File: src/rtl/wb_port_arbiter_pkg.sv
// Shared types and helpers for the write-back port arbiter.
// Core-wide width macros default here when include.vh has not already set them.
`ifndef LEN_PREG_ADDR
  `define LEN_PREG_ADDR 7
`endif
`ifndef LEN_WORD
  `define LEN_WORD 32
`endif
`ifndef WRITE_PARA
  `define WRITE_PARA 2
`endif
`ifndef WB_ARB_REQ
  `define WB_ARB_REQ 4
`endif

package wb_port_arbiter_pkg;

  typedef logic [`LEN_PREG_ADDR-1:0] preg_addr_t;
  typedef logic [`LEN_WORD-1:0]      word_t;

  function automatic logic [3:0] popcount8(input logic [7:0] v);
    logic [3:0] n;
    n = '0;
    for (int i = 0; i < 8; i++) begin
      n = n + {3'b000, v[i]};
    end
    return n;
  endfunction

endpackage

File: src/rtl/wb_rr_pick.sv
// Rotating-priority picker: scans requesters from ptr, assigns nonzero, non-clashing
// addresses to write ports in scan order, and acks zero-address requests for free.
module wb_rr_pick #(
  parameter int N_REQ   = 4,
  parameter int W_DEPTH = 2,
  parameter int AW      = 7,
  localparam int PW     = (N_REQ > 1) ? $clog2(N_REQ) : 1
) (
  input  logic [N_REQ-1:0]      valid,
  input  logic [AW*N_REQ-1:0]   addr,
  input  logic [PW-1:0]         ptr,
  output logic [N_REQ-1:0]      grant,
  output logic [N_REQ-1:0]      ready,
  output logic [W_DEPTH-1:0]    port_vld,
  output logic [PW*W_DEPTH-1:0] port_sel,
  output logic [PW-1:0]         ptr_next,
  output logic                  any_grant
);

  localparam int CW = PW + 1;

  logic [AW-1:0] addr_arr [N_REQ];

  for (genvar gi = 0; gi < N_REQ; gi++) begin : g_addr
    assign addr_arr[gi] = addr[gi*AW +: AW];
  end

  always_comb begin
    logic [PW-1:0] idx;
    logic [AW-1:0] cur;
    logic          clash;
    logic [CW-1:0] cnt;
    logic [AW-1:0] used_addr [W_DEPTH];

    grant     = '0;
    ready     = '0;
    port_vld  = '0;
    port_sel  = '0;
    ptr_next  = ptr;
    any_grant = 1'b0;
    idx       = '0;
    cur       = '0;
    clash     = 1'b0;
    cnt       = '0;
    for (int k = 0; k < W_DEPTH; k++) used_addr[k] = '0;

    for (int s = 0; s < N_REQ; s++) begin
      // N_REQ is a power of two, so wrapping the PW-bit sum is the modulo
      idx   = ptr + PW'(s);
      cur   = addr_arr[idx];
      clash = 1'b0;
      for (int k = 0; k < W_DEPTH; k++) begin
        if (CW'(k) < cnt && used_addr[k] == cur) clash = 1'b1;
      end
      if (valid[idx]) begin
        if (cur == '0) begin
          ready[idx] = 1'b1;
        end else if (!clash && cnt < CW'(W_DEPTH)) begin
          grant[idx] = 1'b1;
          ready[idx] = 1'b1;
          any_grant  = 1'b1;
          ptr_next   = idx + PW'(1);
          for (int k = 0; k < W_DEPTH; k++) begin
            if (CW'(k) == cnt) begin
              port_vld[k]            = 1'b1;
              port_sel[k*PW +: PW]   = idx;
              used_addr[k]           = cur;
            end
          end
          cnt = cnt + CW'(1);
        end
      end
    end
  end

endmodule

File: src/rtl/wb_port_arbiter.sv
// Write-back arbiter: shares the register-file write ports among result producers
// and registers the winners onto the regs write bus one cycle after acceptance.
`ifndef LEN_PREG_ADDR
  `define LEN_PREG_ADDR 7
`endif
`ifndef LEN_WORD
  `define LEN_WORD 32
`endif
`ifndef WRITE_PARA
  `define WRITE_PARA 2
`endif
`ifndef WB_ARB_REQ
  `define WB_ARB_REQ 4
`endif

module wb_port_arbiter
  import wb_port_arbiter_pkg::*;
#(
  parameter int N_REQ   = `WB_ARB_REQ,
  parameter int W_DEPTH = `WRITE_PARA,
  localparam int AW     = `LEN_PREG_ADDR,
  localparam int DW     = `LEN_WORD,
  localparam int PW     = (N_REQ > 1) ? $clog2(N_REQ) : 1
) (
  input  logic                  clk,
  input  logic                  rstn,
  input  logic [N_REQ-1:0]      req_valid,
  input  logic [AW*N_REQ-1:0]   req_pa,
  input  logic [DW*N_REQ-1:0]   req_d,
  output logic [N_REQ-1:0]      req_ready,
  input  logic                  flush,
  output logic [W_DEPTH-1:0]    write_flag,
  output logic [AW*W_DEPTH-1:0] write_pa,
  output logic [DW*W_DEPTH-1:0] write_d,
  output logic [2:0]            busy_cnt
);

  logic [PW-1:0]         ptr_q, ptr_d;
  logic [W_DEPTH-1:0]    write_flag_q, write_flag_d;
  logic [AW*W_DEPTH-1:0] write_pa_q, write_pa_d;
  logic [DW*W_DEPTH-1:0] write_d_q, write_d_d;
  logic [2:0]            busy_cnt_q, busy_cnt_d;

  logic [N_REQ-1:0]      pick_grant, pick_ready;
  logic [W_DEPTH-1:0]    port_vld;
  logic [PW*W_DEPTH-1:0] port_sel;
  logic [PW-1:0]         ptr_next;
  logic                  any_grant;

  preg_addr_t    req_pa_arr  [N_REQ];
  word_t         req_d_arr   [N_REQ];
  logic [PW-1:0] port_sel_arr [W_DEPTH];

  for (genvar gi = 0; gi < N_REQ; gi++) begin : g_req
    assign req_pa_arr[gi] = req_pa[gi*AW +: AW];
    assign req_d_arr[gi]  = req_d[gi*DW +: DW];
  end

  for (genvar gi = 0; gi < W_DEPTH; gi++) begin : g_port
    assign port_sel_arr[gi] = port_sel[gi*PW +: PW];
  end

  wb_rr_pick #(
    .N_REQ   (N_REQ),
    .W_DEPTH (W_DEPTH),
    .AW      (AW)
  ) u_pick (
    .valid     (req_valid),
    .addr      (req_pa),
    .ptr       (ptr_q),
    .grant     (pick_grant),
    .ready     (pick_ready),
    .port_vld  (port_vld),
    .port_sel  (port_sel),
    .ptr_next  (ptr_next),
    .any_grant (any_grant)
  );

  assign req_ready = (rstn && !flush) ? pick_ready : '0;

  always_comb begin
    write_flag_d = '0;
    write_pa_d   = write_pa_q;
    write_d_d    = write_d_q;
    ptr_d        = ptr_q;
    if (!flush) begin
      write_flag_d = port_vld;
      if (any_grant) ptr_d = ptr_next;
      // Idle ports keep their last pa/d so the bus only toggles on real writes
      for (int k = 0; k < W_DEPTH; k++) begin
        if (port_vld[k]) begin
          write_pa_d[k*AW +: AW] = req_pa_arr[port_sel_arr[k]];
          write_d_d[k*DW +: DW]  = req_d_arr[port_sel_arr[k]];
        end
      end
    end
    busy_cnt_d = 3'(popcount8(8'(write_flag_d)));
  end

  always_ff @(posedge clk or negedge rstn) begin
    if (!rstn) begin
      ptr_q        <= '0;
      write_flag_q <= '0;
      write_pa_q   <= '0;
      write_d_q    <= '0;
      busy_cnt_q   <= '0;
    end else begin
      ptr_q        <= ptr_d;
      write_flag_q <= write_flag_d;
      write_pa_q   <= write_pa_d;
      write_d_q    <= write_d_d;
      busy_cnt_q   <= busy_cnt_d;
    end
  end

  assign write_flag = write_flag_q;
  assign write_pa   = write_pa_q;
  assign write_d    = write_d_q;
  assign busy_cnt   = busy_cnt_q;

endmodule

File: config.mk
export PLATFORM = sky130hd
export DESIGN_NAME = wb_port_arbiter
export DESIGN_NICKNAME = d
export VERILOG_FILES = /design/src/rtl/wb_port_arbiter_pkg.sv /design/src/rtl/wb_rr_pick.sv /design/src/rtl/wb_port_arbiter.sv
export SDC_FILE = /design/constraint.sdc
export NUM_CORES = 1
export LEC_CHECK = 0
export CAP_MARGIN = 20
export CORE_ASPECT_RATIO = 0.8
export CORE_MARGIN = 5
export CORE_UTILIZATION = 49
export CTS_BUF_LIST = sky130_fd_sc_hd__clkbuf_4 sky130_fd_sc_hd__clkbuf_8
export DETAILED_ROUTE_END_ITERATION = 16
export PLACE_DENSITY = 0.84
export SETUP_SLACK_MARGIN = 0.5
export SLEW_MARGIN = 10
export SYNTH_ARGS = -nofsm -noshare
export SYNTH_HDL_FRONTEND = slang
export SYNTH_SLANG_ARGS = --single-unit
export TNS_END_PERCENT = 20
File: constraint.sdc
create_clock -name clk -period 8.2 [get_ports clk]
set_input_delay 1.23 -clock clk [delete_from_list [all_inputs] [get_ports clk]]
set_output_delay 1.23 -clock clk [all_outputs]
set_load 0.05 [all_outputs]
==> metrics.md <==
| Metric | Value |
|---|---|
| Run status | completed |
| Port bufs | 248 |
| Asr flop ratio synth | 100.0% |
| R2R Path Start | ptr_q[0]$_DFFE_PN0P_ |
| Main synth FF type | dfrtp_1 |
| Vias | 7341 |
| CP Launch Point | req_pa[18] |
| Hold Fails Final Rpt | 0 |
| Max_cap viols | 0 |
| Hold_sp | write_d[44]$_DFFE_PN0P_ |
| Cells after Synth | approximately 740 |
| Post-synth EDFFs | 0 |
| Synth Cell Area | 7833 um^2 |
| # rows | 41 |
| Initial DRC Count | ~620 |
| CTS tree | done |
| Die Y | 123.1 um |
| Final count of negative-setup-slack endpoints | 0 |
| Cell variety after synth | 73 |
| Detailed-route DRC error count | 0 |
| Clock latency on the worst-skew pair | 0.37 ns |
| Maximum root-to-sink buffer count | 2 |
| Initial antenna violation count | 0 |
| DP HPWL | 19.90 mm |
| CTS H-tree lvls | 3 |
| R2r setup slk | 1.36 ns |
| Sink Count | 84 |
| First-pass GRT wire length | roughly 41 mm |
| Utilization after layout | 68.15% |
| FF-to-FF path depth | 24 |
| Routed vias/inst | 6.174 |
| Initial Util | 49.73% |
| Worst-margin pin slew | 1.083 ns |
| Achievable Freq | 0.1360 GHz |
| Setup slack after layout | 0.8450 ns |
| GRT Overall Usage | ~29% |
| Clock skew | 0.01567 ns |
| Layout Cells excl Fill | about 1200 |
| Die area | 18630 um^2 |
| DP Cell Count | 1171 |
| Share of layout cells above drive strength 1 | around 16% |
| Horiz. Die Dim | 151.4 um |
| CTS Root Buffer Type | clkbuf_8 |
| Mean cell area of the mapped netlist | 10.53 um^2 |
| Synthesized Nets | 917 |
| Drt total wl | 26.96 mm |
| Syn. warnings | 0 |
| Number of global-route vias before repair | 7425 |
| Nets@finish | ~1100 |
| Slew margin rel. | approximately 28% |
| Crit start category | input pin |
| Clk pin slew, worst setup/hold paths | ~0.090 ns |
| CP required | 6.97 ns |
| Critical Path End Type | output port |
| Minimum clock period | 7.355 ns |
| WP data arrival | just over 6 ns |
| TritonCTS Buffers | 9 |
| Drt wl/cell | 22.67 um |
| Grt ovf | 0 |
| Crit-path max FO | 9 |
| Fin crit share | 89.70% |
| GPL Wtd Cong | 0.9832 |
| Yosys reg bits | between 80 and 90 |
| Post-route ant nets | 0 |
| Type of the worst min-delay path | flip-flop to flip-flop |
| Post-CTS Hold Buffers | 0 |
| Syn-to-layout area delta | 37.03% |
| Final slew viol count | 0 |
| Num ports | 250 |
| Sequential cell area fraction in the yosys report | 26.84% |
| RR Endpoint | write_d[60]$_DFFE_PN0P_ |
| Placement Setup Slack | 0.6160 ns |
| Pin count of the biggest net entering global routing | 49 |
| RSZ-0062 raised after global routing | false |
| Critical path class | input pin to output port |
| Setup_tns | 0 ns |
| Diode count | 0 |
| Crit path to | req_ready[2] |
| Core Area | between 15000 and 20000 um^2 |
| TritonRoute pass-1 iters | 5 |
layout by cell type, fill, tap and decap left out, types with 15 or more instances in the layout:
master           count
mux4_2              32
nand2b_1            18
inv_1               19
o221ai_1            32
mux2_2              40
a21oi_1             18
clkdlybuf4s50_1    243
buf_4               23
nand2_1             72
o21ai_0             20
dfrtp_1             83
nor2_1              15
mux2i_1            196
worst max-delay path, stage by stage:
cell	delay [ns]
clkdlybuf4s50_1	0.53
mux4_2	0.57
or3_1	0.38
o221ai_1	0.08
o221a_2	0.31
a21oi_1	0.11
buf_4	0.18
nor2_2	0.20
inv_1	0.07
ha_1	0.24
a221oi_1	0.23
nand4_1	0.18
nor4_4	0.27
a31oi_4	0.21
nand4_1	0.16
or4b_4	0.49
o21ai_0	0.16
a21boi_1	0.16
nand2_1	0.10
a21oi_1	0.06
buf_4	0.20
per-stage QoR:
stage          hold WS [ns]  area [um^2]
2_1_floorplan        0.7955         7833
3_3_place_gp         0.4694        10450
3_5_place_dp         0.4723        10450
4_1_cts              0.4945        10660
5_1_grt              0.5048        10730
6_report             0.4937        10730
state kept, by name, indices dropped and copies added (netlist names):
signal      cells
write_pa       14
write_flag      2
ptr_q           2
write_d        64
busy_cnt        2
area by class of cell:
cell class | count | area [um^2]
Sequential cell | 84 | 2103
Clock inverter | 4 | 76.32
Tap cell | 215 | 269.0
Multi-Input combinational cell | 587 | 5396
Fill cell | 1268 | 5016
Inverter | 19 | 71.32
Timing Repair Buffer | 270 | 2685
Clock buffer | 10 | 131.4
worst min path at each step:
stage / cells past startpoint / end / slack, ns
after global routing: 2 / write_d[61]$_DFFE_PN0P_ / 0.50
after CTS: 2 / write_d[37]$_DFFE_PN0P_ / 0.49
final: 2 / write_d[44]$_DFFE_PN0P_ / 0.49
after detailed placement: 2 / write_d[44]$_DFFE_PN0P_ / 0.47
after global placement: 2 / write_d[41]$_DFFE_PN0P_ / 0.47
after floorplan: 2 / write_d[32]$_DFFE_PN0P_ / 0.80
per-layer routing:
layer	global-route usage [%]	wire length [um]	share of wire (%)	vias to the layer above
met5	0	0	0	-
met4	7.531	472	1.8	0
met3	8.465	2928	11	28
met2	46.27	12610	47	362
met1	37.84	10950	41	3622
li1	-	-	-	3329
cell families (layout without fill, tap and decap cells):
family	Yosys count	count (layout)	share of synthesized area, %
AO/OA/AOI/OAI	132	132	13.88
XOR/XNOR	14	14	1.566
adder cells (fa/ha/maj)	10	10	1.597
buffers and inverters	74	303	5.703
flip-flops	84	84	26.84
multiplexers	269	270	40.14
other	1	1	0.04788
AND/OR/NAND/NOR	160	160	10.22
cell usage after synthesis, types with 3 or more instances:
master / number / area, um^2
o2111ai_1: 3 / 26.28
nand3_1: 5 / 25.02
o221a_2: 3 / 33.78
nor2b_1: 12 / 75.07
nor2_1: 18 / 67.56
a31oi_1: 3 / 18.77
inv_1: 19 / 71.32
buf_4: 15 / 112.6
mux2_2: 41 / 461.7
o21ai_0: 20 / 100.1
nor3_1: 8 / 40.04
or2_2: 3 / 18.77
mux4_2: 32 / 720.7
o21ai_1: 4 / 20.02
buf_6: 3 / 33.78
clkbuf_1: 12 / 45.04
buf_8: 4 / 60.06
xor2_1: 8 / 70.07
ha_1: 10 / 125.1
a21oi_1: 18 / 90.09
or3_1: 4 / 25.02
nor4_2: 3 / 37.54
nand2_1: 72 / 270.3
o221ai_1: 32 / 280.3
dfrtp_1: 84 / 2102
nand2b_1: 18 / 112.6
nand4_1: 4 / 25.02
o221ai_2: 10 / 150.1
xnor2_1: 6 / 52.55
a222oi_1: 5 / 50.05
mux2i_1: 196 / 1962
buf_2: 17 / 85.08
what timing repair did:
action | in CTS | in global routing
endpoints found under the hold margin | 0 | 0
endpoints found under the setup margin | 0 | 4
setup buffers | 0 | 3
resized for setup | 0 | 6
Power is left out: the tool's default activity adds up to more than one toggle a clock period on the data nets, which glitch-free logic cannot reach.
